### config.mk
export PLATFORM = sky130hd
export DESIGN_NAME = led_event_flasher
export DESIGN_NICKNAME = d
export VERILOG_FILES = /design/src/rtl/led_event_flasher.sv
export SDC_FILE = /design/constraint.sdc
export NUM_CORES = 1
export LEC_CHECK = 0
export CORE_MARGIN = 2
export CORE_UTILIZATION = 60
export CTS_CLUSTER_DIAMETER = 40
export DETAILED_ROUTE_END_ITERATION = 8
export GPL_ROUTABILITY_DRIVEN = 0
export GPL_TIMING_DRIVEN = 1
export PLACE_DENSITY = 0.81
export SLEW_MARGIN = 15
export SYNTH_ARGS = -nofsm -noshare
export SYNTH_HDL_FRONTEND = slang
export SYNTH_SLANG_ARGS = --single-unit
### constraint.sdc
create_clock -name clk -period 2.35 [get_ports clk]
set_input_delay 0.235 -clock clk [delete_from_list [all_inputs] [get_ports clk]]
set_output_delay 0.235 -clock clk [all_outputs]
set_load 0.05 [all_outputs]
### src/rtl/led_event_flasher.sv
// led_event_flasher: turns single-cycle event pulses into human-visible LED
// flashes. Each event gives a fixed on-period followed by a guaranteed off-gap,
// with one fully independent channel per bit of `in`.
// Optional feature macro: LED_FLASH_QUEUE_EN adds a per-channel saturating
// pending-event counter, so events arriving while a channel is busy are
// replayed as separate flashes instead of being dropped.
module led_event_flasher #(
  parameter int width         = 1,
  parameter int on_count_max  = 2500000,
  parameter int off_count_max = 1250000,
  parameter int queue_max     = 7
) (
  input  logic             clk,
  input  logic             rst,
  input  logic [width-1:0] in,
  output logic [width-1:0] out,
  output logic [width-1:0] busy
);

  // The counter only ever holds max-1, so $clog2(max) bits suffice (min 1).
  localparam int CNT_MAX = (on_count_max > off_count_max) ? on_count_max : off_count_max;
  localparam int CW      = (CNT_MAX > 1) ? $clog2(CNT_MAX) : 1;

  localparam logic [CW-1:0] ON_LOAD  = CW'(on_count_max - 1);
  localparam logic [CW-1:0] OFF_LOAD = CW'(off_count_max - 1);
  localparam logic [CW-1:0] CNT_ZERO = CW'(0);
  localparam logic [CW-1:0] CNT_ONE  = CW'(1);

  typedef enum logic [1:0] {
    ST_IDLE = 2'd0,
    ST_ON   = 2'd1,
    ST_GAP  = 2'd2
  } state_t;

  // Reject zero-length timings or an empty queue at elaboration time.
  if (width < 1 || on_count_max < 1 || off_count_max < 1 || queue_max < 1) begin : g_bad_params
    $error("led_event_flasher: width, on_count_max, off_count_max and queue_max must be >= 1");
  end

  for (genvar i = 0; i < width; i++) begin : g_ch
    state_t        state_r;
    state_t        state_s;
    logic [CW-1:0] cnt_r;
    logic [CW-1:0] cnt_s;
    logic          out_r;
    logic          busy_r;
    logic          ev_s;
    logic          gap_expire_s;
    logic          pend_any_s;

    assign ev_s         = in[i];
    assign gap_expire_s = (state_r == ST_GAP) && (cnt_r == CNT_ZERO);

`ifdef LED_FLASH_QUEUE_EN
    localparam int PW = $clog2(queue_max + 1);
    localparam logic [PW-1:0] PEND_MAX  = PW'(queue_max);
    localparam logic [PW-1:0] PEND_ZERO = PW'(0);
    localparam logic [PW-1:0] PEND_ONE  = PW'(1);

    logic [PW-1:0] pend_r;
    logic [PW-1:0] pend_s;

    assign pend_any_s = (pend_r != PEND_ZERO);

    // Pending count: add busy-time events (saturating), consume one per replayed flash.
    always_comb begin
      pend_s = pend_r;
      if (gap_expire_s) begin
        // A live event on the expiry cycle starts the flash itself, so the
        // stored count is only consumed when no event is present.
        if (!ev_s && pend_any_s) begin
          pend_s = pend_r - PEND_ONE;
        end else begin
          pend_s = pend_r;
        end
      end else if ((state_r == ST_ON || state_r == ST_GAP) && ev_s && (pend_r != PEND_MAX)) begin
        pend_s = pend_r + PEND_ONE;
      end else begin
        pend_s = pend_r;
      end
    end

    // Pending register; reset discards any queued events.
    always_ff @(posedge clk) begin
      if (rst) begin
        pend_r <= PEND_ZERO;
      end else begin
        pend_r <= pend_s;
      end
    end
`else
    assign pend_any_s = 1'b0;
`endif

    // Next-state and counter logic for the IDLE -> ON -> GAP flash cycle.
    always_comb begin
      state_s = state_r;
      cnt_s   = cnt_r;
      case (state_r)
        ST_IDLE: begin
          if (ev_s) begin
            state_s = ST_ON;
            cnt_s   = ON_LOAD;
          end else begin
            state_s = ST_IDLE;
            cnt_s   = cnt_r;
          end
        end
        ST_ON: begin
          if (cnt_r == CNT_ZERO) begin
            state_s = ST_GAP;
            cnt_s   = OFF_LOAD;
          end else begin
            state_s = ST_ON;
            cnt_s   = cnt_r - CNT_ONE;
          end
        end
        ST_GAP: begin
          if (gap_expire_s) begin
            // Chain straight into the next flash without an IDLE cycle.
            if (ev_s || pend_any_s) begin
              state_s = ST_ON;
              cnt_s   = ON_LOAD;
            end else begin
              state_s = ST_IDLE;
              cnt_s   = cnt_r;
            end
          end else begin
            state_s = ST_GAP;
            cnt_s   = cnt_r - CNT_ONE;
          end
        end
        default: begin
          state_s = ST_IDLE;
          cnt_s   = CNT_ZERO;
        end
      endcase
    end

    // State, counter and registered LED/busy outputs derived from the next state.
    always_ff @(posedge clk) begin
      if (rst) begin
        state_r <= ST_IDLE;
        cnt_r   <= CNT_ZERO;
        out_r   <= 1'b0;
        busy_r  <= 1'b0;
      end else begin
        state_r <= state_s;
        cnt_r   <= cnt_s;
        out_r   <= (state_s == ST_ON);
        busy_r  <= (state_s != ST_IDLE);
      end
    end

    assign out[i]  = out_r;
    assign busy[i] = busy_r;
  end

endmodule

==> results.md, run 1 <==
Finish:
- With fillers left out, the area of the finished cells amounts to ~0.0018 mm².
- At the end of the flow, the number of nets in the layout was between 200 and 250.
- Fill cells in the final layout number approximately 240.
- Compared with the post-synthesis result, the final layout area differs by 6.89%.
- The utilization after layout is 65.7%.
- The share of cells above drive strength 1 is about an eighth.
- 0 antenna diodes ended up in the layout.

Floorplan:
- After floorplanning, the core was sized to cover 0.00269 mm².
- In this run the vertical extent of the chip is between 50 and 60 µm.
- The width of the die is roughly 56 µm.
- The I/O pin total is 5.
- The effective utilization at floorplan is ~61%.
- Row generation in the floorplan step produced 19 rows.
- The floorplan die area is between 0.003 and 0.004 mm².

Timing:
- Setup violations remaining at the end of the flow were counted as 0.
- The peak clock frequency supported by timing is 0.453 GHz.
- The count of pins over their slew limit is 0.
- Setup repair after global routing left no endpoint under its margin.
- The worst slew margin relative to its limit is between 50% and 60%.
- For the pin with the worst max-slew slack, the measured transition is 0.609 ns.
- The final-layout setup total negative slack is 0 ns.
- The period utilization is a little over nine tenths.
- The worst clock skew on the final layout is around 0.013 ns.
- The final number of hold-violating endpoints is 0.
- For the finished layout, the period the worst path requires is between 2 and 2.5 ns.

Setup path:
- The setup check on the worst reg-to-reg path leaves a slack of 0.14 ns.
- The sort of element at the end of the critical path is a flop.
- STA classifies the critical path startpoint as a flop.
- The worst reg2reg path endpoint is g_ch[0].cnt_r[18]$_SDFF_PP0_.
- The critical path is of the flop to flop type.
- The worst flop-to-flop path startpoint is g_ch[0].cnt_r[17]$_SDFF_PP0_.
- The worst path required time is 2.59 ns.
- The depth of the worst register-to-register path is 5.
- Walking the worst path, the cells encountered are nor4_2 > nand4_2 > o21ai_2 > o22ai_1 > a221o_1.
- The critical path data arrival time is 2.45 ns.
- The cell with the largest stage delay on the worst path is sky130_fd_sc_hd__nor4_2.
- The largest driver fanout on the critical path is 8.
- The stage delay of the slowest cell on the critical path is 0.57 ns.
- The critical path launch point is g_ch[0].cnt_r[17]$_SDFF_PP0_.

Status:
- The flow ran to the end, and the final reports show no timing, DRC or antenna violations.

Yosys:
- During synthesis, Yosys emitted a total of 0 warnings.
- A synthesized cell averages about 8 µm².
- The number of distinct standard cells referenced by the synthesized netlist is 60.
- Ranked by total cell area, the synthesized netlist is headed by sky130_fd_sc_hd__dfxtp_1, sky130_fd_sc_hd__nor3_1, sky130_fd_sc_hd__nor2_1, sky130_fd_sc_hd__nand3_1, sky130_fd_sc_hd__o21ai_0.
- The main flop type after synthesis is sky130_fd_sc_hd__dfxtp_1.
- The flip-flop and latch count after synthesis is 26.
- sky130_fd_sc_hd__dfxtp_1 takes more of the synthesized area than any other cell.
- Counting flops with a built-in enable in the synthesized netlist gives 0.
- In the synthesized netlist, the cells that appear most often are sky130_fd_sc_hd__dfxtp_1, sky130_fd_sc_hd__nor2_1, sky130_fd_sc_hd__nor3_1.
- The synthesized netlist net count is about 210.
- The post-synthesis cell area is around 0.0017 mm².
- Of the post-synthesis cell area, the dominant cell type holds between 30% and 40%.
- The share of the Yosys chip area taken by registers is 31.5%.
- The number of cells produced by synthesis is between 200 and 250.
- The most instantiated library cell after synthesis is sky130_fd_sc_hd__dfxtp_1.
- The fraction of registers with async set or reset after synthesis is 0%.

Clocking:
- The clock passes through at most 2 buffers.
- The H-tree depth is 1.
- The TritonCTS buffer count is 3.
- The total setup buffers inserted after CTS is 0.
- Clock-pin slew was measured on the worst setup and hold paths at between 0.1 and 0.15 ns.
- The count of hold-fix buffers inserted at cts is 0.
- Gates resized during post-CTS repair numbered 0.
- The CTS root buffer is sky130_fd_sc_hd__clkbuf_4.
- TritonCTS built the clock tree.
- The number of clock sinks is 26.
- The clock latency on the worst-skew pair is about 0.33 ns.

Routing:
- Across all layers, the routed design uses between 1,500 and 2,000 vias.
- After detailed routing, the number of remaining DRC violations is 0.
- The met2 wire length is about 2.2 mm.
- The antenna violation net count after detailed routing is 0.
- In the detailed route, the total length drawn on met3 is 328 µm.
- In the final routed layout, each cell accounts on average for 18.5 µm.
- Routed signal wires occupy layers up through met4.
- The sum of routed wire segments on met1 is between 1.5 and 2 mm.
- The wire length reported by the detailed router is about 4.4 mm.
- The first routing iteration left ~100 violations.
- The ratio of routed vias to standard cells is 7.03.
- The number of iterations in the first detailed-routing pass is 5.

Hold path:
- The count of cells along the worst hold path is 2.
- The sink of the worst hold path is g_ch[0].cnt_r[15]$_SDFF_PP0_.
- The class of the tightest hold or removal check is flop to flop.
- The hold path startpoint is g_ch[0].cnt_r[15]$_SDFF_PP0_.

GRT:
- Across every metal layer, demand over resource in global routing totals between 20% and 30%.
- The via count of the first global-routing pass came to between 1,500 and 2,000.
- The first-pass GRT wire length is around 7.5 mm.
- The total congestion overflow after global routing is 0.
- The initial antenna violation count is 0.
- The largest net degree at the start of global routing is 23.

Placement:
- The instance area at placement is between 0.0015 and 0.002 mm².
- Detailed placement ended at an HPWL of 3.26 mm.
- The quantity of I/O buffers inserted on ports is 4.

Power:
- For this design the static power due to leakage is approximately 0.69 nW.
- Dividing total power by cell area gives a power density of 631 mW/mm².
- VDD sags by at most between 300 and 400 µV.

Job:
- Max-cap violations in this run came to 0.
==> per-layer routing <==
| metal | vias to the layer above | global-route usage [%] |
|---|---|---|
| met5 | - | 0 |
| met4 | 0 | 13.9 |
| met3 | 13 | 3.23 |
| met2 | 81 | 50.3 |
| met1 | 799 | 36.5 |
| li1 | 802 | - |
==> stage by stage <==
step	hold slack [ns]	power [mW]	std cells	setup WS [ns]
2_1_floorplan	0.461	0.820	206	0.474
3_3_place_gp	0.490	0.898	238	0.353
3_5_place_dp	0.499	0.917	238	0.256
4_1_cts	0.520	1.10	241	0.230
5_1_grt	0.558	1.17	241	0.0184
6_report	0.519	1.11	241	0.142
==> critical path, delay by kind of cell (launching register included) <==
kind,cells,cell delay [ns]
AO/OA/AOI/OAI,3,0.84
flip-flops,1,0.41
AND/OR/NAND/NOR,2,0.87
==> worst max-delay path by stage <==
| stage | slack [ns] | endpoint |
|---|---|---|
| 3_3_place_gp | 0.35 | g_ch[0].cnt_r[12]$_SDFF_PP0_ |
| 3_5_place_dp | 0.26 | g_ch[0].cnt_r[18]$_SDFF_PP0_ |
| 4_1_cts | 0.23 | g_ch[0].cnt_r[17]$_SDFF_PP0_ |
| 5_1_grt | 0.02 | g_ch[0].cnt_r[17]$_SDFF_PP0_ |
| 2_1_floorplan | 0.47 | g_ch[0].cnt_r[21]$_SDFF_PP0_ |
| 6_report | 0.14 | g_ch[0].cnt_r[18]$_SDFF_PP0_ |
==> report_power, final <==
part | leakage, nW | internal, mW | total, mW | switching, mW
registers | 0.214 | 0.481 | 0.534 | 0.0522
clock network | 0.0138 | 0.0602 | 0.193 | 0.133
logic | 0.466 | 0.154 | 0.388 | 0.234
total | 0.694 | 0.695 | 1.11 | 0.420
==> logic make-up (layout without fill, tap and decap cells) <==
logic type	after synthesis	count (layout)	share of synthesized area, %
buffers and inverters	18	22	4.92
and+or+nand+nor	89	89	30.4
AOI/OAI and AO/OA	66	66	28.7
xor gates and xnor gates	3	3	1.59
DFF	26	26	31.5
muxes	2	2	1.36
adders and majority gates	2	2	1.51
==> layout by cell type, fill, tap and decap left out, drive strengths merged, types with 5 or more instances in the layout <==
cell,instances
a21oi,10
buf,10
dfxtp,26
inv,5
nand2,9
nand3,14
nor2,20
nor3,17
nor4,8
o21ai,13
==> cell type report <==
type / instances / area, µm² / area share, %
Multi-Input combinational cell: 162 / 1050 / 59.5
Tap cell: 31 / 38.8 / 2.20
Sequential cell: 26 / 520 / 29.5
Clock buffer: 3 / 22.5 / 1.28
Timing Repair Buffer: 14 / 115 / 6.52
Inverter: 5 / 18.8 / 1.06
==> registers in the layout, indices dropped and copies added, names as in the netlist <==
register	cells
g_ch.cnt_r	22
g_ch.state_r	2
busy	1
out	1
Note: power is estimated with default switching activity, not from simulation.
==> run 2: changes to the inputs <==
Settings changed: GPL_TIMING_DRIVEN 1 to 0.
==> results.md, run 2 (same netlist as run 1, synthesis figures left out) <==
Finish:
- More flip-flops sit in one register than any other, and that register is g_ch.cnt_r.
- For this run, the number of standard cells in the final layout without fillers is ~240.
- The share of cells above drive strength 1 is about 11%.
- The most common library cell in the layout ignoring fill and taps is sky130_fd_sc_hd__dfxtp_1.
- The layout-stage area growth over the synthesis result is 6.44%.
- In the final layout, the registers with the most flip-flops are g_ch.cnt_r: 22 flops, g_ch.state_r: 2 flops.
- In the layout the commonest cells are sky130_fd_sc_hd__dfxtp_1, sky130_fd_sc_hd__nor2_1, sky130_fd_sc_hd__nor3_1.
- The summed area of non-filler cells in the final layout is between 0.0015 and 0.002 mm².
- The register with the most flip-flops in the layout has 22 of them.
- The final antenna diode count is 0.
- The final-layout fill cell count is 230.
- The final layout net count is 220.

Timing:
- The final critical path takes up around 96% of the cycle.
- The count of pins over their slew limit is 0.
- The final number of hold-violating endpoints is 0.
- After layout, the minimum clock period comes to between 2 and 2.5 ns.
- The worst-case setup margin in the final layout is roughly 0.092 ns.
- The peak clock frequency supported by timing is approximately 0.44 GHz.
- In this run the tightest slew margin relative to its limit is between 30 and 40%.
- The final-layout setup total negative slack is 0 ns.
- The pin slew with the least headroom to its limit is about 0.91 ns.
- The worst clock skew on the final layout is between 0.005 and 0.006 ns.
- The total setup violations reported at the end of the flow is 0.

Clocking:
- After clock tree synthesis, the clock-pin slew on the worst setup and hold paths is between 0.1 and 0.15 ns.
- The CTS root buffer is sky130_fd_sc_hd__clkbuf_4.
- In this run the deepest clock path goes through 2 buffers.
- The clock tree from TritonCTS is built.
- The H-tree depth is 1.
- The TritonCTS buffer count is 3.
- The clock latency on the worst-skew pair is 0.32 ns.
- The number of clock sinks is 26.

Setup path:
- The worst setup path is launched from a flop.
- Tracing the worst setup path back leads to its startpoint at g_ch[0].cnt_r[17]$_SDFF_PP0_.
- The worst setup path is of the flop to flop kind.
- The capturing element of the worst setup path is g_ch[0].cnt_r[20]$_SDFF_PP0_.
- The slowest stage of the critical path belongs to the cell sky130_fd_sc_hd__nor4_2.
- The stage delay of the slowest cell on the critical path is roughly 0.59 ns.
- STA puts the critical path data required time at 2.58 ns.
- Counting cells, the worst reg-to-reg path comes to 6.
- The critical path goes through nor4_2 > nand4_2 > o21ai_1 > buf_2 > o21ai_0 > a21o_1.
- The critical path data arrival time is between 2 and 2.5 ns.
- The worst register-to-register path ends at g_ch[0].cnt_r[20]$_SDFF_PP0_.
- The sort of element at the end of the critical path is a flop.
- In this run the worst path has a maximum fanout of 10.
- The worst flop-to-flop path startpoint is g_ch[0].cnt_r[17]$_SDFF_PP0_.
- Across all register-to-register paths, the minimum setup slack is just over 0.09 ns.

GRT:
- For this run, global-route usage on met2 was measured as a little under half.
- The first-pass GRT wire length is 7.35 mm.
- Global routing consumed, on the met1 layer, around two fifths of the routing resources.
- Entering global routing, the biggest net connects 14 pins.
- The via count of the first global-routing pass came to about 1,500.
- Global routing finished with a remaining overflow of 0.
- The layer flagged by global routing as most heavily used is met2.
- Global routing used between 20 and 30% of the available tracks across all layers.
- For this run, global-route usage on met3 was measured as under 10%.
- The initial antenna violation count was 0.

Power:
- Combinational logic is responsible for 34.8% of the overall power.
- VDD sags by at most about 420 µV.
- The static leakage is 0.676 nW.
- In this run the power density over the cells is 628 mW/mm².
- Net switching is a little under two fifths of the power.
- Internal power comes to between 600 and 700 µW.
- The power share of the sequential group is 48.1%.
- For this design the total switching power over the nets is slightly above 400 µW.
- The total chip power is approximately 1.1 mW.
- Of the total power, the clock network draws between 10% and 20%.

Placement:
- The instance area at placement is between 0.0015 and 0.002 mm².
- The post-DP HPWL is 3.12 mm.
- The quantity of I/O buffers inserted on ports is 4.
- Before CTS, the worst setup slack after placement is between 0.2 and 0.25 ns.
- Once placement completed, the tool counted placed cells totaling roughly 240.

Routing:
- The number of vias in the routed layout is between 1,500 and 2,000.
- Once detail routing completed, the nets flagged for antenna violations numbered 0.
- For this run, the detailed router's first-pass iteration total came to 4.
- The per-cell routed wire length is about 18 µm.
- The count of routing violations after the opening detailed-route iteration is roughly 150.
- The ratio of routed vias to standard cells is between 6 and 7.
- The number of design rule violations left after detail routing is 0.
- The wire length reported by the detailed router is between 4 and 5 mm.

Status:
- The flow ran to the end, and the final reports show no timing, DRC or antenna violations.

Floorplan:
- The chip height is ~56 µm.
- The floorplan has 19 rows.
- The die covers around 0.0032 mm².
- The width of the die is 56.5 µm.
- The effective utilization at floorplan is 61.5%.
- After floorplanning, the core was sized to cover between 0.002 and 0.003 mm².
- 5 I/O pins were placed.

Hold path:
- The worst hold path belongs to the class flop to flop.
- The startpoint identified for the worst hold timing path is g_ch[0].cnt_r[15]$_SDFF_PP0_.

Job:
- The number of max-cap violations is 0.
[run 2: final cells by class]
type                    instances  area (µm²)  share of cell area (%)
well taps                      31        38.8                    2.21
repair buffers                  4        40.0                    2.28
multi-input cells             162        1050                    60.0
clock buffers                   3        22.5                    1.28
flip-flops and latches         26         520                    29.6
inverters                       5        18.8                    1.07
plain buffers                  13        62.6                    3.56
[run 2: stage by stage]
step | hold WS (ns) | utilization, %
after floorplan | 0.461 | -
after global placement | 0.483 | 64.4
after detailed placement | 0.491 | 64.4
after CTS | 0.510 | 65.3
after global routing | 0.567 | 65.4
final | 0.506 | 65.4
[run 2: per-layer routing]
metal  share of wire, %  wire (µm)
met1                 43       1840
met5                  0          0
met2                 48       2050
met4                2.8        120
met3                5.9        254
[run 2: power by group through the flow]
stage / registers [mW] / clock network, mW / logic, mW
2_1_floorplan: 0.537 / 0 / 0.283
3_3_place_gp: 0.536 / 0 / 0.358
3_5_place_dp: 0.539 / 0 / 0.370
4_1_cts: 0.529 / 0.197 / 0.373
5_1_grt: 0.537 / 0.214 / 0.416
6_report: 0.530 / 0.189 / 0.383
[run 2: how the worst min path moves through the flow]
stage / to / slack, ns / depth (start not counted)
CTS: g_ch[0].cnt_r[15]$_SDFF_PP0_ / 0.51 / 2
detailed placement: g_ch[0].cnt_r[15]$_SDFF_PP0_ / 0.49 / 2
finish: g_ch[0].cnt_r[15]$_SDFF_PP0_ / 0.51 / 2
global route: g_ch[0].cnt_r[15]$_SDFF_PP0_ / 0.57 / 2
global placement: g_ch[0].cnt_r[15]$_SDFF_PP0_ / 0.48 / 2
floorplan: g_ch[0].cnt_r[21]$_SDFF_PP0_ / 0.46 / 1
[run 2: worst max-delay path: cells and delay by family (launching register included)]
family	cells	cell delay [ns]
AOI/OAI and AO/OA	3	0.60
DFF	1	0.42
and+or+nand+nor	2	0.87
buffers and inverters	1	0.28
[run 2: repair_timing]
item,in CTS,in global routing
buffers inserted,0,0
endpoints found under the setup margin,0,4
hold buffers,0,0
gates resized for setup,0,1
